[src/rtl/stream_scan_if.sv]
// Handshake/bus bundle between the host side and the serial scan sequencer.
// The host (master) presents a word and pattern; the sequencer (slave) streams bits back.
interface stream_scan_if #(
    parameter int WORD_W = 32,
    parameter int PAT_W  = 3,
    parameter int CNT_W  = 6
);
    logic              start;
    logic              abort;
    logic              overlap;
    logic [WORD_W-1:0] data_in;
    logic [PAT_W-1:0]  pattern;
    logic              busy;
    logic              bit_out;
    logic              bit_valid;
    logic              done;
    logic [CNT_W-1:0]  match_count;

    modport master (
        output start, abort, overlap, data_in, pattern,
        input  busy, bit_out, bit_valid, done, match_count
    );

    modport slave (
        input  start, abort, overlap, data_in, pattern,
        output busy, bit_out, bit_valid, done, match_count
    );
endinterface

[src/rtl/stream_scan_ctrl.sv]
// Serial scan sequencer: shifts a captured word out MSB-first and counts
// occurrences of a captured PAT_W-bit pattern, with optional overlap.
module stream_scan_ctrl #(
    parameter int WORD_W = 32,
    parameter int PAT_W  = 3,
    parameter int CNT_W  = 6
) (
    input logic         clk,
    input logic         reset,
    stream_scan_if.slave bus
);
    localparam int FW = $clog2(PAT_W + 1);
    localparam int BW = $clog2(WORD_W + 1);

    typedef enum logic [1:0] {IDLE, SHIFT, DONE} state_t;

    state_t            state_q, state_d;
    logic [WORD_W-1:0] shreg_q, shreg_d;
    logic [PAT_W-1:0]  pat_q, pat_d;
    logic              ovl_q, ovl_d;
    logic [PAT_W-1:0]  hist_q, hist_d;
    logic [FW-1:0]     fill_q, fill_d;
    logic [BW-1:0]     bitcnt_q, bitcnt_d;
    logic [CNT_W-1:0]  cnt_q, cnt_d;

    logic [PAT_W-1:0]  hist_nxt;
    logic [FW-1:0]     fill_nxt;
    logic              hit;

    assign hist_nxt = {hist_q[PAT_W-2:0], shreg_q[WORD_W-1]};
    assign fill_nxt = (fill_q == FW'(PAT_W)) ? fill_q : fill_q + 1'b1;
    assign hit      = (hist_nxt == pat_q) && (fill_nxt == FW'(PAT_W));

    always_ff @(posedge clk or negedge reset) begin
        if (!reset) state_q <= IDLE;
        else        state_q <= state_d;
    end

    // abort wins over the final bit, so the last SHIFT cycle can still skip DONE
    always_comb begin
        state_d = state_q;
        case (state_q)
            IDLE:    if (bus.start) state_d = SHIFT;
            SHIFT: begin
                if (bus.abort)                            state_d = IDLE;
                else if (bitcnt_q == BW'(WORD_W - 1))     state_d = DONE;
            end
            DONE:    state_d = IDLE;
            default: state_d = IDLE;
        endcase
    end

    always_comb begin
        bus.busy        = (state_q == SHIFT);
        bus.bit_valid   = (state_q == SHIFT);
        bus.bit_out     = (state_q == SHIFT) & shreg_q[WORD_W-1];
        bus.done        = (state_q == DONE);
        bus.match_count = cnt_q;
    end

    // The bit of an aborted cycle is still consumed and may still score a match.
    always_comb begin
        shreg_d  = shreg_q;
        pat_d    = pat_q;
        ovl_d    = ovl_q;
        hist_d   = hist_q;
        fill_d   = fill_q;
        bitcnt_d = bitcnt_q;
        cnt_d    = cnt_q;
        case (state_q)
            IDLE: begin
                if (bus.start) begin
                    shreg_d  = bus.data_in;
                    pat_d    = bus.pattern;
                    ovl_d    = bus.overlap;
                    hist_d   = '0;
                    fill_d   = '0;
                    bitcnt_d = '0;
                    cnt_d    = '0;
                end
            end
            SHIFT: begin
                shreg_d  = shreg_q << 1;
                hist_d   = hist_nxt;
                fill_d   = (hit && !ovl_q) ? '0 : fill_nxt;
                bitcnt_d = bitcnt_q + 1'b1;
                if (hit && (cnt_q != '1)) cnt_d = cnt_q + 1'b1;
            end
            default: ;
        endcase
    end

    always_ff @(posedge clk or negedge reset) begin
        if (!reset) begin
            shreg_q  <= '0;
            pat_q    <= '0;
            ovl_q    <= 1'b0;
            hist_q   <= '0;
            fill_q   <= '0;
            bitcnt_q <= '0;
            cnt_q    <= '0;
        end else begin
            shreg_q  <= shreg_d;
            pat_q    <= pat_d;
            ovl_q    <= ovl_d;
            hist_q   <= hist_d;
            fill_q   <= fill_d;
            bitcnt_q <= bitcnt_d;
            cnt_q    <= cnt_d;
        end
    end
endmodule

[src/flat_wrapper.sv]
// flat-port wrapper written by rule: the top's interface ports become plain ports
module stream_scan_ctrl_flat 
#(
    parameter int WORD_W = 32,
    parameter int PAT_W  = 3,
    parameter int CNT_W  = 6
)
  (clk, reset, bus_start, bus_abort, bus_overlap, bus_data_in, bus_pattern, bus_busy, bus_bit_out, bus_bit_valid, bus_done, bus_match_count);
  stream_scan_if #(.WORD_W(WORD_W), .PAT_W(PAT_W), .CNT_W(CNT_W)) bus_i ();
  input logic clk;
  input logic reset;
  input wire logic [$bits(bus_i.start)-1:0] bus_start;
  input wire logic [$bits(bus_i.abort)-1:0] bus_abort;
  input wire logic [$bits(bus_i.overlap)-1:0] bus_overlap;
  input wire logic [$bits(bus_i.data_in)-1:0] bus_data_in;
  input wire logic [$bits(bus_i.pattern)-1:0] bus_pattern;
  output wire logic [$bits(bus_i.busy)-1:0] bus_busy;
  output wire logic [$bits(bus_i.bit_out)-1:0] bus_bit_out;
  output wire logic [$bits(bus_i.bit_valid)-1:0] bus_bit_valid;
  output wire logic [$bits(bus_i.done)-1:0] bus_done;
  output wire logic [$bits(bus_i.match_count)-1:0] bus_match_count;
  assign bus_i.start = bus_start;
  assign bus_i.abort = bus_abort;
  assign bus_i.overlap = bus_overlap;
  assign bus_i.data_in = bus_data_in;
  assign bus_i.pattern = bus_pattern;
  assign bus_busy = bus_i.busy;
  assign bus_bit_out = bus_i.bit_out;
  assign bus_bit_valid = bus_i.bit_valid;
  assign bus_done = bus_i.done;
  assign bus_match_count = bus_i.match_count;
  stream_scan_ctrl #(.WORD_W(WORD_W), .PAT_W(PAT_W), .CNT_W(CNT_W)) u_core (.clk(clk), .reset(reset), .bus(bus_i));
endmodule
[config.mk]
export PLATFORM = sky130hd
export DESIGN_NAME = stream_scan_ctrl_flat
export DESIGN_NICKNAME = d
export VERILOG_FILES = /design/src/rtl/stream_scan_if.sv /design/src/rtl/stream_scan_ctrl.sv /design/src/flat_wrapper.sv
export SDC_FILE = /design/constraint.sdc
export NUM_CORES = 1
export LEC_CHECK = 0
export ABC_AREA = 1
export CORE_ASPECT_RATIO = 1.5
export CORE_MARGIN = 2
export CORE_UTILIZATION = 52
export DETAILED_ROUTE_END_ITERATION = 12
export GPL_TIMING_DRIVEN = 0
export PLACE_DENSITY = 0.84
export SLEW_MARGIN = 20
export SYNTH_ARGS = -nofsm -noshare
export SYNTH_HDL_FRONTEND = slang
export SYNTH_SLANG_ARGS = --single-unit
[constraint.sdc]
create_clock -name clk -period 1.63 [get_ports clk]
set_input_delay 0.326 -clock clk [delete_from_list [all_inputs] [get_ports clk]]
set_output_delay 0.326 -clock clk [all_outputs]
set_load 0.05 [all_outputs]
==> results of run 1 <==
-- synthesized netlist by cell type, drive strengths merged --
master  count
nand2      88
dfrtp      54
inv        30
nor2       22
a22oi      17
a21oi      15
o22ai      15
nand3      14
buf        12
o21ai       7
ha          2
nand4       2
xor2        2
a22o        1
clkbuf      1
nand3b      1
nor3        1
o211ai      1
o31ai       1
xnor2       1
-- worst paths after layout --
check	end	slack, ns	cells past startpoint
worst min register to register	u_core.ovl_q	0.50	2
max in group asynchronous	u_core.bus.match_count[0]	1.12	1
worst min-delay path	u_core.state_q[1]	0.04	1
worst max register to register	u_core.shreg_q[5]	0.10	9
min in group clk	u_core.ovl_q	0.50	2
worst max-delay path	bus_bit_out	-0.06	6
-- logic make-up after synthesis --
group                    share of synthesized area (%)
AND/OR/NAND/NOR                                   20.9
AO/OA/AOI/OAI                                     17.6
flip-flops                                        50.8
buffers and inverters                             8.75
XOR/XNOR                                         0.988
adder cells (fa/ha/maj)                          0.941
-- routing by layer --
| metal | up-vias | track usage, % | wire length [um] |
|---|---|---|---|
| met2 | 58 | 37.1 | 3160 |
| met4 | 0 | 8.15 | 111 |
| li1 | 1077 | - | - |
| met3 | 13 | 4.09 | 224 |
| met5 | - | 0 | 0 |
| met1 | 1051 | 25.8 | 2350 |
-- flip-flops by register name, summed over array words and instances (netlist names) --
name,count
u_core.bitcnt_q,6
u_core.shreg_q,32
u_core.pat_q,3
u_core.fill_q,2
u_core.hist_q,2
u_core.bus.match_count,6
u_core.ovl_q,1
u_core.state_q,2
-- area by class of cell --
class	instances	area, um^2
Clock buffer	5	68.8
Inverter	30	128
Buffer	12	125
Tap cell	66	82.6
Multi-Input combinational cell	190	1100
Timing Repair Buffer	62	606
Sequential cell	54	1350
Fill cell	370	1400
Clock inverter	3	25.0
-- stage by stage --
step	hold WS (ns)	cells
floorplan	0.0304	287
global placement	0.465	402
detailed placement	0.408	402
finish	0.0414	422
CTS	0.0608	417
global route	0.0917	422
-- power by group through the flow --
stage | sequential (W) | clock (W) | combinational, W
2_1_floorplan | 0.00209 | 0 | 0.000984
4_1_cts | 0.00204 | 0.000795 | 0.00154
5_1_grt | 0.00210 | 0.000837 | 0.00177
3_3_place_gp | 0.00205 | 0 | 0.00140
6_report | 0.00205 | 0.000782 | 0.00160
3_5_place_dp | 0.00207 | 0 | 0.00145
-- cells in the final DEF, fill, tap and decap left out, types with 4 or more instances in the layout --
cell type,n
clkdlybuf4s50_1,38
a21oi_2,10
inv_1,25
nor2_1,19
clkbuf_8,5
buf_6,5
nand3_1,13
a22oi_2,15
buf_4,16
buf_12,4
a21oi_1,5
dfrtp_1,52
o21ai_1,5
nand2_1,84
o22ai_1,15
-- timing repair --
item | CTS | global route
endpoints found under the hold margin | 0 | 0
setup endpoints to repair | 10 | 7
pin swaps | 0 | 1
resized for setup | 44 | 10
setup buffers | 8 | 5
==> insert_results.sql, run 1 <==
INSERT INTO impl_metrics (metric_group, metric, value, unit) VALUES
('pwr', 'power.internal', '0.00276', 'W'),
('clocking', 'cts_hold_repair.buffers', '0', ''),
('drt', 'routed_wire_length_per_instance', '13.9', 'um'),
('drt', 'detail_route.vias_per_cell', '5.21', ''),
('final_layout', 'syn_to_final_growth', '31.2', '%'),
('yosys', 'register_area_share_after_synthesis', '50.8', '%'),
('timing', 'tightestPinTransition', '0.669', 'ns'),
('job', 'cap_violations', '0', ''),
('place', 'gp_congestion', '0.796', ''),
('timing', 'finalSetupViolations', '1', ''),
('setup_path', 'critPathLaunchType', 'register', ''),
('place', 'post-dp-hpwl', '3770', 'um'),
('timing', 'finalHoldViolations', '0', ''),
('floorplan', 'die_h', '91.6', 'um'),
('pwr', 'clockPowerShare', '17.6', '%'),
('setup_path', 'critical_path_class', 'register to output pin', ''),
('clocking', 'cts_sinks', '54', ''),
('drt', 'num_vias', '2199', ''),
('setup_path', 'timing.critical_path.fanout_max', '4', ''),
('pwr', 'peakVddDrop', '0.000798', 'V'),
('yosys', 'postSynthCellCount', '287', ''),
('timing', 'final_critical_path_setup_slack', '-0.0647', 'ns'),
('timing', 'max_slew_headroom_at_the_worst_pin', '55.4', '%'),
('clocking', 'cts_tree', 'yes', ''),
('setup_path', 'reg2reg_from', 'u_core.state_q[1]', ''),
('pwr', 'comb_power_share', '36.0', '%'),
('yosys', 'netlist.area_leader.share', '50.8', '%'),
('floorplan', 'initial_utilization', '54.4', '%'),
('pwr', 'p_sw', '0.00167', 'W'),
('pwr', 'swShare', '37.7', '%'),
('drt', 'drt_first_iter_violations', '124', ''),
('place', 'place_area', '3230', 'um^2'),
('global_routing', 'maximum_number_of_pins_on_one_net_before_global_route_repair', '55', ''),
('clocking', 'cts_clk_pin_slew_worst_paths', '0.11', 'ns'),
('yosys', 'yosys_warnings', '0', ''),
('global_routing', 'first_global_vias', '2140', ''),
('floorplan', 'io-pin-count', '50', ''),
('drt', 'residual_drc_count', '0', ''),
('timing', 'period_needed', '1.69', 'ns'),
('floorplan', 'fp.dieW', '62.4', 'um'),
('setup_path', 'end_kind', 'output pin', ''),
('clocking', 'clock-root-buffer', 'clkbuf_8', ''),
('pwr', 'power.total', '0.00443', 'W'),
('setup_path', 'critical-path-max-stage-delay', '0.42', 'ns'),
('clocking', 'cts_max_level', '2', ''),
('final_layout', 'drive_gt1_share', '22.8', '%'),
('pwr', 'static_leakage', '1.64', 'nW'),
('setup_path', 'critical_path.top_delay_family', 'buffers and inverters', ''),
('floorplan', 'die_area', '5710', 'um^2'),
('clocking', 'max-clock-path-buffers', '2', ''),
('global_routing', 'wire_length_of_the_first_global_routing_pass', '9670', 'um'),
('timing', 'rsz0062_at_grt', 'true', ''),
('clocking', 'clk_latency', '0.32', 'ns'),
('place', 'io_buffer_count', '49', ''),
('pwr', 'power_per_standard_cell_area', '1270', 'nW/um^2'),
('outcome', 'violated_checks', 'setup timing', ''),
('final_layout', 'nets', '397', ''),
('global_routing', 'global_route.usage.total', '21.2', '%'),
('timing', 'post-route-period-util', '104', '%'),
('setup_path', 'cell_mode_on_critical_path', 'buf_12', ''),
('worst_hold_path', 'hold_crit_class', 'input pin to asynchronous set/reset pin', ''),
('yosys', 'netlist-cell-type-count', '32', ''),
('yosys', 'synth_nets', '329', ''),
('yosys', 'syn_area_per_cell', '9.26', 'um^2'),
('place', 'pre_cts_ws', '-0.567', 'ns'),
('setup_path', 'critical-path-slowest-cell', 'dfrtp_1', ''),
('setup_path', 'cp_cell_sequence', 'inv_2 -> nand2_4 -> buf_12 -> buf_12 -> nor2_4 -> buf_6', ''),
('timing', 'skew_final', '0.0133', 'ns'),
('timing', 'slew_violations', '0', ''),
('outcome', 'run_status', 'finished with violations', ''),
('floorplan', 'rows', '31', '');
No activity file was read; power rests on OpenSTA's default activity.
==> inputs of run 2 (changes only) <==
Settings changed: RECOVER_POWER from default to 50.
==> insert_results.sql, run 2 (synthesis results as in run 1) <==
INSERT INTO impl_metrics (metric_group, metric, value, unit) VALUES
('global_routing', 'wire_length_of_the_first_global_routing_pass', '9670', 'um'),
('pwr', 'power_per_standard_cell_area', '1270', 'nW/um^2'),
('final_layout', 'nets', '397', ''),
('floorplan', 'die_h', '91.6', 'um'),
('global_routing', 'groute.layer.met3.usage', '4.09', '%'),
('global_routing', 'grt_overflow', '0', ''),
('timing', 'finalSetupViolations', '1', ''),
('timing', 'rsz0062_at_grt', 'true', ''),
('final_layout', 'most-common-layout-cells', 'nand2_1 (84), dfrtp_1 (52), clkdlybuf4s50_1 (38), inv_1 (25), nor2_1 (19)', ''),
('outcome', 'run_status', 'finished with violations', ''),
('timing', 'final.setup.tns', '-0.0642', 'ns'),
('final_layout', 'layout.cells.non_filler', '422', ''),
('place', 'place_inst', '402', ''),
('pwr', 'static_leakage', '1.64', 'nW'),
('drt', 'detail_route.vias_per_cell', '5.22', ''),
('final_layout', 'fillers', '371', ''),
('drt', 'postRouteWirelength', '5830', 'um'),
('global_routing', 'first_global_vias', '2140', ''),
('drt', 'num_vias', '2204', ''),
('floorplan', 'die_area', '5710', 'um^2'),
('global_routing', 'maximum_number_of_pins_on_one_net_before_global_route_repair', '55', ''),
('final_layout', 'diodes_inserted', '0', ''),
('timing', 'maxClockFrequency', '0.590', 'GHz'),
('setup_path', 'reg2reg_from', 'u_core.state_q[1]', ''),
('timing', 'skew_final', '0.0118', 'ns'),
('timing', 'post-route-period-util', '104', '%'),
('floorplan', 'initial_utilization', '54.4', '%'),
('final_layout', 'largest_register_ff_count', '32', ''),
('clocking', 'max-clock-path-buffers', '2', ''),
('drt', 'residual_drc_count', '0', ''),
('drt', 'remaining_antenna_violation_count', '0', ''),
('setup_path', 'critical_path_arrival', '1.37', 'ns'),
('final_layout', 'register_ranked_first_by_flip_flop_count', 'u_core.shreg_q', ''),
('worst_hold_path', 'hold_crit_class', 'input pin to asynchronous set/reset pin', ''),
('setup_path', 'critical_path.startpoint', 'u_core.state_q[1]', ''),
('timing', 'slew_violations', '0', ''),
('setup_path', 'worst_reg2reg_path_depth', '9', ''),
('drt', 'drt_first_iter_violations', '105', ''),
('drt', 'drt_pass1_iterations', '4', ''),
('setup_path', 'reg2reg_setup_slack', '0.10', 'ns'),
('pwr', 'peakVddDrop', '0.000799', 'V'),
('global_routing', 'global_route.usage.total', '21.2', '%'),
('timing', 'period_needed', '1.69', 'ns'),
('job', 'cap_violations', '0', ''),
('clocking', 'clock-root-buffer', 'clkbuf_8', ''),
('pwr', 'power_frac_seq', '46.3', '%'),
('setup_path', 'end_kind', 'output pin', ''),
('floorplan', 'fp.dieW', '62.4', 'um'),
('outcome', 'violated_checks', 'setup timing', ''),
('final_layout', 'register_area', '1350', 'um^2'),
('global_routing', 'grt_antenna_before_repair', '0', ''),
('floorplan', 'rows', '31', ''),
('clocking', 'cts_tree', 'yes', ''),
('floorplan', 'design.core.area', '4890', 'um^2'),
('timing', 'max_slew_headroom_at_the_worst_pin', '12.0', '%'),
('clocking', 'cts_made_buffers', '5', ''),
('place', 'gp_congestion', '0.796', ''),
('setup_path', 'required_time_of_the_worst_setup_path', '1.30', 'ns'),
('clocking', 'clk_latency', '0.32', 'ns'),
('clocking', 'cts_max_level', '2', ''),
('setup_path', 'r2r_end', 'u_core.shreg_q[5]', ''),
('pwr', 'power.internal', '0.00276', 'W'),
('final_layout', 'syn_to_final_growth', '31.1', '%'),
('global_routing', 'met1_usage', '25.8', '%'),
('global_routing', 'use_met2', '37.1', '%'),
('floorplan', 'io-pin-count', '50', ''),
('final_layout', 'drive_gt1_share', '22.8', '%'),
('timing', 'tightestPinTransition', '1.32', 'ns'),
('setup_path', 'critPathLaunchType', 'register', ''),
('pwr', 'swShare', '37.7', '%'),
('timing', 'finalHoldViolations', '0', ''),
('place', 'io_buffer_count', '49', ''),
('timing', 'final_critical_path_setup_slack', '-0.0642', 'ns'),
('final_layout', 'final_common_cell', 'nand2_1', ''),
('pwr', 'clockPowerShare', '17.6', '%'),
('final_layout', 'finish.utilization', '71.3', '%'),
('setup_path', 'timing.critical_path.fanout_max', '4', ''),
('pwr', 'p_sw', '0.00167', 'W'),
('clocking', 'cts_clk_pin_slew_worst_paths', '0.11', 'ns'),
('drt', 'routed_wire_length_per_instance', '13.8', 'um'),
('setup_path', 'critical_path_class', 'register to output pin', ''),
('pwr', 'comb_power_share', '36.0', '%'),
('global_routing', 'grt_busiest_layer', 'met2', ''),
('final_layout', 'multiInputGateArea', '1100', 'um^2'),
('clocking', 'cts_sinks', '54', ''),
('place', 'post-dp-hpwl', '3770', 'um');
==> run 2: cell count changes in the layout (fill, tap and decap cells not counted), sizes merged <==
cell	delta
buf	-2
clkbuf	+2
==> run 2: area by class of cell <==
cell class	count	share of cell area (%)
repair buffers	62	17.2
flip-flops and latches	54	38.9
clock inverters	3	0.718
multi-input cells	190	31.6
clock buffers	5	1.97
plain buffers	12	3.59
inverters	30	3.66
well taps	66	2.37
==> run 2: timing repair <==
| action | in CTS | in global routing |
|---|---|---|
| hold endpoints to repair | 0 | 0 |
| endpoints found under the setup margin | 10 | 7 |
| hold buffers | 0 | 0 |
| pin swaps | 0 | 1 |
| resized for setup | 44 | 10 |
| buffers inserted | 8 | 5 |
==> run 2: worst max-delay path by stage <==
stage / endpoint / slack, ns / cells after the start
finish: bus_bit_out / -0.06 / 6
global route: bus_bit_out / -0.12 / 6
CTS: bus_bit_out / -0.06 / 6
detailed placement: bus_busy / -0.57 / 7
global placement: u_core.bus.match_count[0] / -1.56 / 1
floorplan: bus_bit_out / 0.1 / 5
==> run 2: worst max-delay path, stage by stage (launching register included) <==
cell and delay (ns):
dfrtp_1 0.42, inv_2 0.08, nand2_4 0.05, buf_12 0.14
buf_12 0.13, nor2_4 0.07, buf_6 0.16
==> run 2: stage by stage <==
step	setup slack, ns	area [um^2]	hold WS (ns)	total power [W]
global placement	-1.56	3240	0.465	0.00345
finish	-0.0642	3480	0.296	0.00443
CTS	-0.0583	3430	0.0608	0.00437
detailed placement	-0.567	3230	0.408	0.00352
floorplan	0.0989	2660	0.0304	0.00308
global route	-0.120	3480	0.401	0.00470
==> run 2: power groups by stage <==
| stage | Clock (W) | Sequential, W | Combinational (W) |
|---|---|---|---|
| after floorplan | 0 | 0.00209 | 0.000984 |
| after global placement | 0 | 0.00205 | 0.00140 |
| after detailed placement | 0 | 0.00207 | 0.00145 |
| after CTS | 0.000795 | 0.00204 | 0.00154 |
| after global routing | 0.000837 | 0.00210 | 0.00176 |
| final | 0.000781 | 0.00205 | 0.00159 |
==> run 2: metal layers <==
| layer | part of all wire (%) | wire, um |
|---|---|---|
| met5 | 0 | 0 |
| met2 | 54 | 3140 |
| met1 | 41 | 2380 |
| met4 | 1.8 | 107 |
| met3 | 3.6 | 208 |
